File: src/rtl/mem_lsu.sv
// mem_lsu: memory-access pipeline stage with an integrated load/store unit.
// Non-memory ops pass straight through to MEM/WB; loads and stores run one
// req/ack bus transaction while the upstream stages are held via stall_req_o.
// The EX/MEM register stays frozen during the stall, so the op is decoded
// directly from the (held) inputs rather than from a private copy.
module mem_lsu #(
    parameter int ADDR_W      = 32,
    parameter int REG_ADDR_W  = 5,
    parameter int TIMEOUT_CYC = 16
) (
    input  logic                  clk,
    input  logic                  rst,
    input  logic [REG_ADDR_W-1:0] waddr_reg_i,
    input  logic                  we_reg_i,
    input  logic [31:0]           wdata_i,
    input  logic [31:0]           hi_i,
    input  logic [31:0]           lo_i,
    input  logic                  whilo_i,
    input  logic [3:0]            mem_op_i,
    input  logic [ADDR_W-1:0]     mem_addr_i,
    input  logic [31:0]           mem_sdata_i,
    output logic                  bus_req_o,
    output logic                  bus_we_o,
    output logic [ADDR_W-1:0]     bus_addr_o,
    output logic [3:0]            bus_sel_o,
    output logic [31:0]           bus_wdata_o,
    input  logic [31:0]           bus_rdata_i,
    input  logic                  bus_ack_i,
    output logic [REG_ADDR_W-1:0] waddr_reg_o,
    output logic                  we_reg_o,
    output logic [31:0]           wdata_o,
    output logic [31:0]           hi_o,
    output logic [31:0]           lo_o,
    output logic                  whilo_o,
    output logic                  stall_req_o,
    output logic                  align_err_o,
    output logic                  timeout_o
);

    // Memory operation encodings on mem_op_i
    localparam logic [3:0] OP_LB  = 4'd1;
    localparam logic [3:0] OP_LBU = 4'd2;
    localparam logic [3:0] OP_LH  = 4'd3;
    localparam logic [3:0] OP_LHU = 4'd4;
    localparam logic [3:0] OP_LW  = 4'd5;
    localparam logic [3:0] OP_SB  = 4'd8;
    localparam logic [3:0] OP_SH  = 4'd9;
    localparam logic [3:0] OP_SW  = 4'd10;

    localparam logic [REG_ADDR_W-1:0] NOP_REG_ADDR = '0;

    // Counter just wide enough to hold TIMEOUT_CYC-1
    localparam int CNT_W = (TIMEOUT_CYC > 1) ? $clog2(TIMEOUT_CYC) : 1;
    localparam logic [CNT_W-1:0] CNT_LAST = CNT_W'(TIMEOUT_CYC - 1);

    typedef enum logic [1:0] {
        IDLE = 2'd0,
        BUSY = 2'd1,
        DONE = 2'd2
    } state_t;

    state_t            state_q, state_d;
    logic [CNT_W-1:0]  cnt_q, cnt_d;
    logic [31:0]       load_q, load_d;
    logic              tflag_q, tflag_d;

    logic              is_load;
    logic              is_store;
    logic              is_byte;
    logic              is_half;
    logic              misaligned;
    logic [3:0]        lane_sel;
    logic [31:0]       store_data;
    logic [31:0]       load_fmt;

    // Extract and extend the addressed byte/half from a big-endian word
    function automatic logic [31:0] format_load(input logic [3:0]  op,
                                                input logic [1:0]  a,
                                                input logic [31:0] d);
        logic [7:0]  b;
        logic [15:0] h;
        logic [31:0] r;
        case (a)
            2'd0:    b = d[31:24];
            2'd1:    b = d[23:16];
            2'd2:    b = d[15:8];
            default: b = d[7:0];
        endcase
        h = a[1] ? d[15:0] : d[31:16];
        case (op)
            OP_LB:   r = {{24{b[7]}}, b};
            OP_LBU:  r = {24'd0, b};
            OP_LH:   r = {{16{h[15]}}, h};
            OP_LHU:  r = {16'd0, h};
            default: r = d;
        endcase
        return r;
    endfunction

    // Decode op class, access size, alignment and byte lanes from the held inputs
    always_comb begin
        is_load    = 1'b0;
        is_store   = 1'b0;
        is_byte    = 1'b0;
        is_half    = 1'b0;
        case (mem_op_i)
            OP_LB, OP_LBU: begin is_load  = 1'b1; is_byte = 1'b1; end
            OP_LH, OP_LHU: begin is_load  = 1'b1; is_half = 1'b1; end
            OP_LW:         begin is_load  = 1'b1; end
            OP_SB:         begin is_store = 1'b1; is_byte = 1'b1; end
            OP_SH:         begin is_store = 1'b1; is_half = 1'b1; end
            OP_SW:         begin is_store = 1'b1; end
            default:       begin is_load  = 1'b0; end
        endcase

        if (is_byte) begin
            misaligned = 1'b0;
        end else if (is_half) begin
            misaligned = mem_addr_i[0];
        end else begin
            misaligned = (mem_addr_i[1:0] != 2'b00);
        end

        if (is_byte) begin
            lane_sel   = 4'b1000 >> mem_addr_i[1:0];
            store_data = {4{mem_sdata_i[7:0]}};
        end else if (is_half) begin
            lane_sel   = mem_addr_i[1] ? 4'b0011 : 4'b1100;
            store_data = {2{mem_sdata_i[15:0]}};
        end else begin
            lane_sel   = 4'b1111;
            store_data = mem_sdata_i;
        end

        load_fmt = format_load(mem_op_i, mem_addr_i[1:0], bus_rdata_i);
    end

    // FSM next state, timeout counter, load capture and all stage outputs
    always_comb begin
        state_d     = state_q;
        cnt_d       = cnt_q;
        load_d      = load_q;
        tflag_d     = tflag_q;

        waddr_reg_o = waddr_reg_i;
        we_reg_o    = we_reg_i;
        wdata_o     = wdata_i;
        hi_o        = hi_i;
        lo_o        = lo_i;
        whilo_o     = whilo_i;
        stall_req_o = 1'b0;
        align_err_o = 1'b0;
        timeout_o   = 1'b0;
        bus_req_o   = 1'b0;
        bus_we_o    = 1'b0;
        bus_addr_o  = '0;
        bus_sel_o   = 4'b0000;
        bus_wdata_o = 32'd0;

        case (state_q)
            IDLE: begin
                if (is_load || is_store) begin
                    if (misaligned) begin
                        align_err_o = 1'b1;
                        we_reg_o    = 1'b0;
                    end else begin
                        stall_req_o = 1'b1;
                        we_reg_o    = 1'b0;
                        whilo_o     = 1'b0;
                        cnt_d       = '0;
                        state_d     = BUSY;
                    end
                end
            end
            BUSY: begin
                bus_req_o   = 1'b1;
                bus_we_o    = is_store;
                bus_addr_o  = {mem_addr_i[ADDR_W-1:2], 2'b00};
                bus_sel_o   = lane_sel;
                bus_wdata_o = is_store ? store_data : 32'd0;
                stall_req_o = 1'b1;
                we_reg_o    = 1'b0;
                whilo_o     = 1'b0;
                cnt_d       = cnt_q + 1'b1;
                if (bus_ack_i) begin
                    load_d  = load_fmt;
                    state_d = DONE;
                end else if (cnt_q == CNT_LAST) begin
                    load_d  = 32'd0;
                    tflag_d = 1'b1;
                    state_d = DONE;
                end
            end
            DONE: begin
                if (is_load) begin
                    wdata_o = load_q;
                end
                timeout_o = tflag_q;
                tflag_d   = 1'b0;
                state_d   = IDLE;
            end
            default: begin
                state_d = IDLE;
            end
        endcase

        if (rst) begin
            waddr_reg_o = NOP_REG_ADDR;
            we_reg_o    = 1'b0;
            wdata_o     = 32'd0;
            hi_o        = 32'd0;
            lo_o        = 32'd0;
            whilo_o     = 1'b0;
            stall_req_o = 1'b0;
            align_err_o = 1'b0;
            timeout_o   = 1'b0;
            bus_req_o   = 1'b0;
            bus_we_o    = 1'b0;
            bus_addr_o  = '0;
            bus_sel_o   = 4'b0000;
            bus_wdata_o = 32'd0;
        end
    end

    // State and capture registers with synchronous reset
    always_ff @(posedge clk) begin
        if (rst) begin
            state_q <= IDLE;
            cnt_q   <= '0;
            load_q  <= 32'd0;
            tflag_q <= 1'b0;
        end else begin
            state_q <= state_d;
            cnt_q   <= cnt_d;
            load_q  <= load_d;
            tflag_q <= tflag_d;
        end
    end

endmodule

File: config.mk
export PLATFORM = sky130hd
export DESIGN_NAME = mem_lsu
export DESIGN_NICKNAME = d
export VERILOG_FILES = /design/src/rtl/mem_lsu.sv
export SDC_FILE = /design/constraint.sdc
export NUM_CORES = 1
export LEC_CHECK = 0
export BUFFER_PORTS_ARGS = -buffer_cell sky130_fd_sc_hd__buf_2
export CAP_MARGIN = 15
export CORE_AREA = 4 4 147 149
export CTS_CLUSTER_SIZE = 20
export DETAILED_ROUTE_END_ITERATION = 8
export DIE_AREA = 0 0 151 153
export GPL_TIMING_DRIVEN = 1
export MAX_ROUTING_LAYER = met4
export PLACE_DENSITY = 0.57
export SYNTH_ARGS = -nofsm -noshare
export SYNTH_HDL_FRONTEND = slang
export SYNTH_SLANG_ARGS = --single-unit
File: constraint.sdc
create_clock -name clk -period 4.8 [get_ports clk]
set_input_delay 0.96 -clock clk [delete_from_list [all_inputs] [get_ports clk]]
set_output_delay 0.96 -clock clk [all_outputs]
set_load 0.03 [all_outputs]
==> impl_metrics.ini, run 1 <==
[route]
drt_drc_violations_left = 6
wire_per_inst_um = 17.0
drtPass1Iterations = 9
routed_wl_um = 20200
vias = 5414
routed_via_density = 4.54
antenna_left = 0
drt_iter0_drc = 315

[finish]
drive_gt1_frac = 0.462
finalNonFillerCells = 1193
finalNetCount = 1124
syn2layout_area_growth_pct = 57.1

[floorplan]
dieArea_um2 = 23100
start_util = 0.195
fp-row-count = 52
die_w_um = 151
die_height_um = 153
core_um2 = 20200
io_pins = 382

[run]
cap_violations = 0

[timing]
rsz0062_at_grt = false
max_freq_mhz = 258
finalSetupViolations = 0
finalClockSkew_ns = 0.00414
max_slew_margin = 0.294
finalSetupTns_ns = 0
finalCritPeriodShare = 0.807
hold_violations = 0
drv_slew = 0
period_needed_ns = 3.87
tightest_slew_ns = 1.05

[global_routing]
grt_use_met3 = 0.0314
grt_usage = 0.168
use_met1 = 0.206
grt_antenna_before_repair = 10
grt_pass1_vias = 5088
grt_pass1_wl_um = 29700
grt_use_met2 = 0.289
grt_max_degree = 72
overflow = 0
grt-busiest-layer = met2

[clock_tree]
cts_resized = 0
cts_hold_repair.buffers = 0
path_clk_slew_ns = 0.06
postCtsSetupRepairBufs = 0
cts_tree = yes
ctsHtreeMaxLevel = 2
clockBufferDepth = 2
cts_root_buffer = clkbuf_16
clock_latency_ns = 0.28
cts.sink_count = 39
numCtsBuffers = 5

[synthesis]
yosysWarningCount = 0
seq_area_frac_synth = 0.199
synth_top_area_cell = dfxtp_1
synth.area.top_cells = dfxtp_1, nor2b_1, nand2_1
async_flop_share = 0
synth_seq_cells = 39
synth_edf_count = 0
synth.distinct_cells = 56
synthFlopType = dfxtp_1
avgSynthCellArea_um2 = 6.86
synth_top_area_frac = 0.199
syn_inst = 573
netlist_area_um2 = 3930

[setup_path]
crit_buf_inv = 2
worstSetupPathType = input port to output pin
endpoint_kind = output pin
path_max_fanout = 18
critPathMaxStageDelay_ns = 0.64
start_kind = input port
arrival_ns = 2.91
cp_cell_sequence = buf_2 > xor2_1 > o211a_1 > nor3_4 > nand3_1 > o21ai_1 > buf_2
crit_top_cell = buf_2
crit_family = simple AND/OR/NAND/NOR gates
crit_required_ns = 3.84
cp_slowest_cell = nor3_4

[placement]
dpl.hpwl_um = 16700
portBuffers = 379
gp_congestion = 0.911
dp.cells = 1179

[status]
status = finished, violations left
violations = design-rule violations

[power]
power_leakage_nw = 3.32
peakVddDrop_uv = 157
pwr_density_cell_nw_per_um2 = 202

[worst_hold_path]
hold_class = flop to flop
flip-flops by register name (all words and copies together), names as in the netlist:
name and count:
state_q 2, cnt_q 4, tflag_q 1, load_q 32
synth_stat cells, drive strengths merged, types with 4 or more instances:
library cell	count
a21oi	62
a221o	16
a31oi	4
and2	33
buf	30
clkbuf	21
dfxtp	39
inv	14
mux2i	17
mux4	8
nand2	122
nand2b	6
nand3	15
nor2	26
nor2b	73
nor3	7
o21ai	31
o221ai	15
tightest hold or removal path, delay by kind of cell, from the launching register on:
| kind | cells | cell delay (ns) |
|---|---|---|
| and+or+nand+nor | 2 | 0.09 |
| DFF | 1 | 0.31 |
routing by layer:
metal / wire length, µm / vias to the layer above / share of wire
met3: 1550 / 20 / 0.077
met2: 10200 / 255 / 0.50
met5: 0 / - / 0
li1: - / 2672 / -
met4: 278 / 0 / 0.014
met1: 8200 / 2467 / 0.41
worst paths after layout:
kind | start | end | slack [ns] | cells past startpoint
worst min register to register | load_q[13] | load_q[13] | 0.44 | 2
worst min-delay path | load_q[13] | load_q[13] | 0.44 | 2
worst max register to register | state_q[0] | load_q[24] | 2.23 | 7
worst max-delay path | mem_op_i[3] | bus_wdata_o[23] | 0.93 | 7
stage by stage:
step | power (mW) | instance area, µm² | utilization | hold WS [ns] | worst slack [ns]
finish | 1.25 | 6180 | 0.306 | 0.440 | 0.927
global route | 1.32 | 6170 | 0.306 | 0.472 | 0.715
floorplan | 0.677 | 3940 | - | 0.415 | 1.18
CTS | 1.26 | 6160 | 0.305 | 0.443 | 0.927
detailed placement | 0.869 | 5990 | 0.297 | 0.432 | 0.925
global placement | 0.868 | 5990 | 0.297 | 0.429 | 1.02
cells in the final DEF, fill, tap and decap left out, drive strengths merged, types with 7 or more instances in the layout:
cell    Yosys  layout
a21oi      62      62
a221o      16      16
and2       33      33
buf        30     387
dfxtp      39      39
inv        14      14
mux2i      17      17
mux4        8       8
nand2     122     122
nand3      15      15
nor2       26      26
nor2b      73      73
nor3        7       7
o21ai      31      31
o221ai     15      15
final cells by class:
| class | count | area (µm²) |
|---|---|---|
| diodes | 5 | 12.5 |
| repair buffers | 387 | 1960 |
| flip-flops and latches | 39 | 781 |
| fillers | 2282 | 14000 |
| clock buffers | 5 | 125 |
| multi-input cells | 470 | 2870 |
| well taps | 270 | 338 |
| inverters | 14 | 52.6 |
| clock inverters | 3 | 43.8 |
power breakdown:
| group | switching [mW] | total, mW | internal (mW) |
|---|---|---|---|
| logic | 0.323 | 0.508 | 0.185 |
| clock network | 0.140 | 0.386 | 0.245 |
| registers | 0.0130 | 0.353 | 0.340 |
kinds of logic after synthesis:
group	Yosys count	share of synthesized area
AOI/OAI and AO/OA	144	0.238
xor gates and xnor gates	2	0.00446
adders and majority gates	1	0.00318
buffers and inverters	65	0.0777
DFF	39	0.199
muxes	26	0.0920
other	1	0.000954
and+or+nand+nor	295	0.385
Power figures use the tool's default switching activity.
==> inputs of run 2 (changes only) <==
--- a/config.mk
+++ b/config.mk
@@ -7,10 +7,10 @@
 export LEC_CHECK = 0
 export BUFFER_PORTS_ARGS = -buffer_cell sky130_fd_sc_hd__buf_2
 export CAP_MARGIN = 15
-export CORE_AREA = 4 4 147 149
+export CORE_AREA = 4 4 148 150
 export CTS_CLUSTER_SIZE = 20
 export DETAILED_ROUTE_END_ITERATION = 8
-export DIE_AREA = 0 0 151 153
+export DIE_AREA = 0 0 152 154
 export GPL_TIMING_DRIVEN = 1
 export MAX_ROUTING_LAYER = met4
 export PLACE_DENSITY = 0.57
==> constraint.sdc (replaced) <==
create_clock -name clk -period 3.93 [get_ports clk]
set_input_delay 0.786 -clock clk [delete_from_list [all_inputs] [get_ports clk]]
set_output_delay 0.786 -clock clk [all_outputs]
set_load 0.03 [all_outputs]
==> run 2 against run 1 <==
The flow now finishes without violations. Die area is 1.3% higher. Clock-buffer cell count is 1 higher. Worst setup slack worse by 0.49 ns. Combinational power is 22% higher. Worst hold slack worse by 0.0040 ns. Via count is 1.1% lower. Register-to-register slack worse by 0.93 ns. Global-route usage is 0.32 points lower. Critical path depth stayed put.
==> impl_metrics.ini, run 2 (same netlist as run 1, synthesis figures left out) <==
[finish]
layout_commonest_cell = buf_2
fillerInstances = 2329
syn2layout_area_growth_pct = 56.7
drive_gt1_frac = 0.461
finalNetCount = 1125
final_cell_mix = buf_2, nand2_1, nor2b_1
finalNonFillerCells = 1198
multiInputGateArea_um2 = 2870
seqCellArea_um2 = 781
largest-register = load_q
reg_top3 = load_q: 32 flops, cnt_q: 4 flops, state_q: 2 flops
largest_register_ffs = 32

[timing]
max_freq_mhz = 287
finalClockSkew_ns = 0.00524
finalCritPeriodShare = 0.888
period_needed_ns = 3.49
drv_slew = 0
rsz0062_at_grt = false
hold_violations = 0
max_slew_margin = 0.257
tightest_slew_ns = 1.11
finalSetupTns_ns = 0
finalSetupViolations = 0

[placement]
portBuffers = 379
dp.cells = 1185
dpl.hpwl_um = 16600
gp_congestion = 0.867

[clock_tree]
cts_root_buffer = clkbuf_16
clockBufferDepth = 2
cts_resized = 0
cts_hold_repair.buffers = 0
clock_latency_ns = 0.28
cts.sink_count = 39
path_clk_slew_ns = 0.06
ctsHtreeMaxLevel = 2
cts_tree = yes
postCtsSetupRepairBufs = 0
numCtsBuffers = 5

[global_routing]
grt_antenna_before_repair = 8
grt_pass1_wl_um = 30200
grt_max_degree = 60
grt_pass1_vias = 5262
overflow = 0
grt_usage = 0.165

[setup_path]
path_max_fanout = 18
arrival_ns = 2.70
worstSetupPathType = input port to output pin
crit_top_cell = buf_2
start_kind = input port
endpoint_kind = output pin
critPathMaxStageDelay_ns = 0.62
cp_cell_sequence = buf_2 > xor2_1 > o211a_1 > nor3_4 > nand3_1 > o21ai_1 > buf_2
cp_slowest_cell = nor3_4
crit_required_ns = 3.14

[power]
peakVddDrop_uv = 172
p_int_mw = 0.876
power.switching_mw = 0.571
power_leakage_nw = 3.31
swShare = 0.395
pwr_density_cell_nw_per_um2 = 235
finalPower_mw = 1.45
pwr-share-clk = 0.275
seqPwrFrac = 0.298
pwr-share-comb = 0.428

[floorplan]
fp-row-count = 53
start_util = 0.190
core_um2 = 20700
io_pins = 382
dieArea_um2 = 23400
die_height_um = 154
die_w_um = 152

[route]
antenna_left = 0
drt_iter0_drc = 272
routed_via_density = 4.47
vias = 5354
drt_drc_violations_left = 0
drtPass1Iterations = 4
wire_per_inst_um = 16.8
routed_wl_um = 20200

[worst_hold_path]
hold_class = flop to flop

[status]
status = complete, no violations

[run]
cap_violations = 0
## run 2: worst max-delay path, delay by kind of cell
kind / cells / cell delay (ns)
compound gates: 2 / 0.50
xor+xnor: 1 / 0.14
buf+inv: 2 / 0.49
simple gates: 2 / 0.77
## run 2: area by class of cell
| cell class | instances | share of cell area |
|---|---|---|
| inverter | 14 | 0.00853 |
| timing repair buffer | 388 | 0.319 |
| sequential | 39 | 0.127 |
| antenna | 4 | 0.00162 |
| multi-input combinational | 470 | 0.465 |
| tap | 275 | 0.0558 |
| clock inverter | 2 | 0.00203 |
| clock buffer | 6 | 0.0209 |
## run 2: path summary, 6_finish.rpt
kind	from	to	slack [ns]	depth (start not counted)
worst max-delay path	mem_op_i[3]	bus_wdata_o[16]	0.44	7
worst min-delay path	load_q[13]	load_q[13]	0.44	2
worst max register to register	state_q[0]	load_q[28]	1.30	7
worst min register to register	load_q[13]	load_q[13]	0.44	2
## run 2: metal layers
| metal | global-route usage | wire length (µm) |
|---|---|---|
| met1 | 0.190 | 8100 |
| met2 | 0.302 | 10600 |
| met3 | 0.0315 | 1250 |
| met4 | 0.0295 | 221 |
| met5 | - | 0 |
## run 2: through the flow
stage                     instance area, µm²  setup slack [ns]  hold slack, ns  utilization
after floorplan                         3940             0.659           0.415            -
after global routing                    6160             0.161           0.461        0.298
after detailed placement                6000             0.459           0.429        0.290
after CTS                               6140             0.466           0.440        0.297
after global placement                  6000             0.539           0.427        0.290
final                                   6160             0.440           0.436        0.298
## run 2: power by group through the flow
stage | Clock, mW | Combinational [mW] | Sequential [mW]
after detailed placement | 0 | 0.622 | 0.439
after global placement | 0 | 0.619 | 0.439
final | 0.398 | 0.619 | 0.431
after CTS | 0.411 | 0.624 | 0.431
after floorplan | 0 | 0.396 | 0.431
after global routing | 0.430 | 0.675 | 0.434
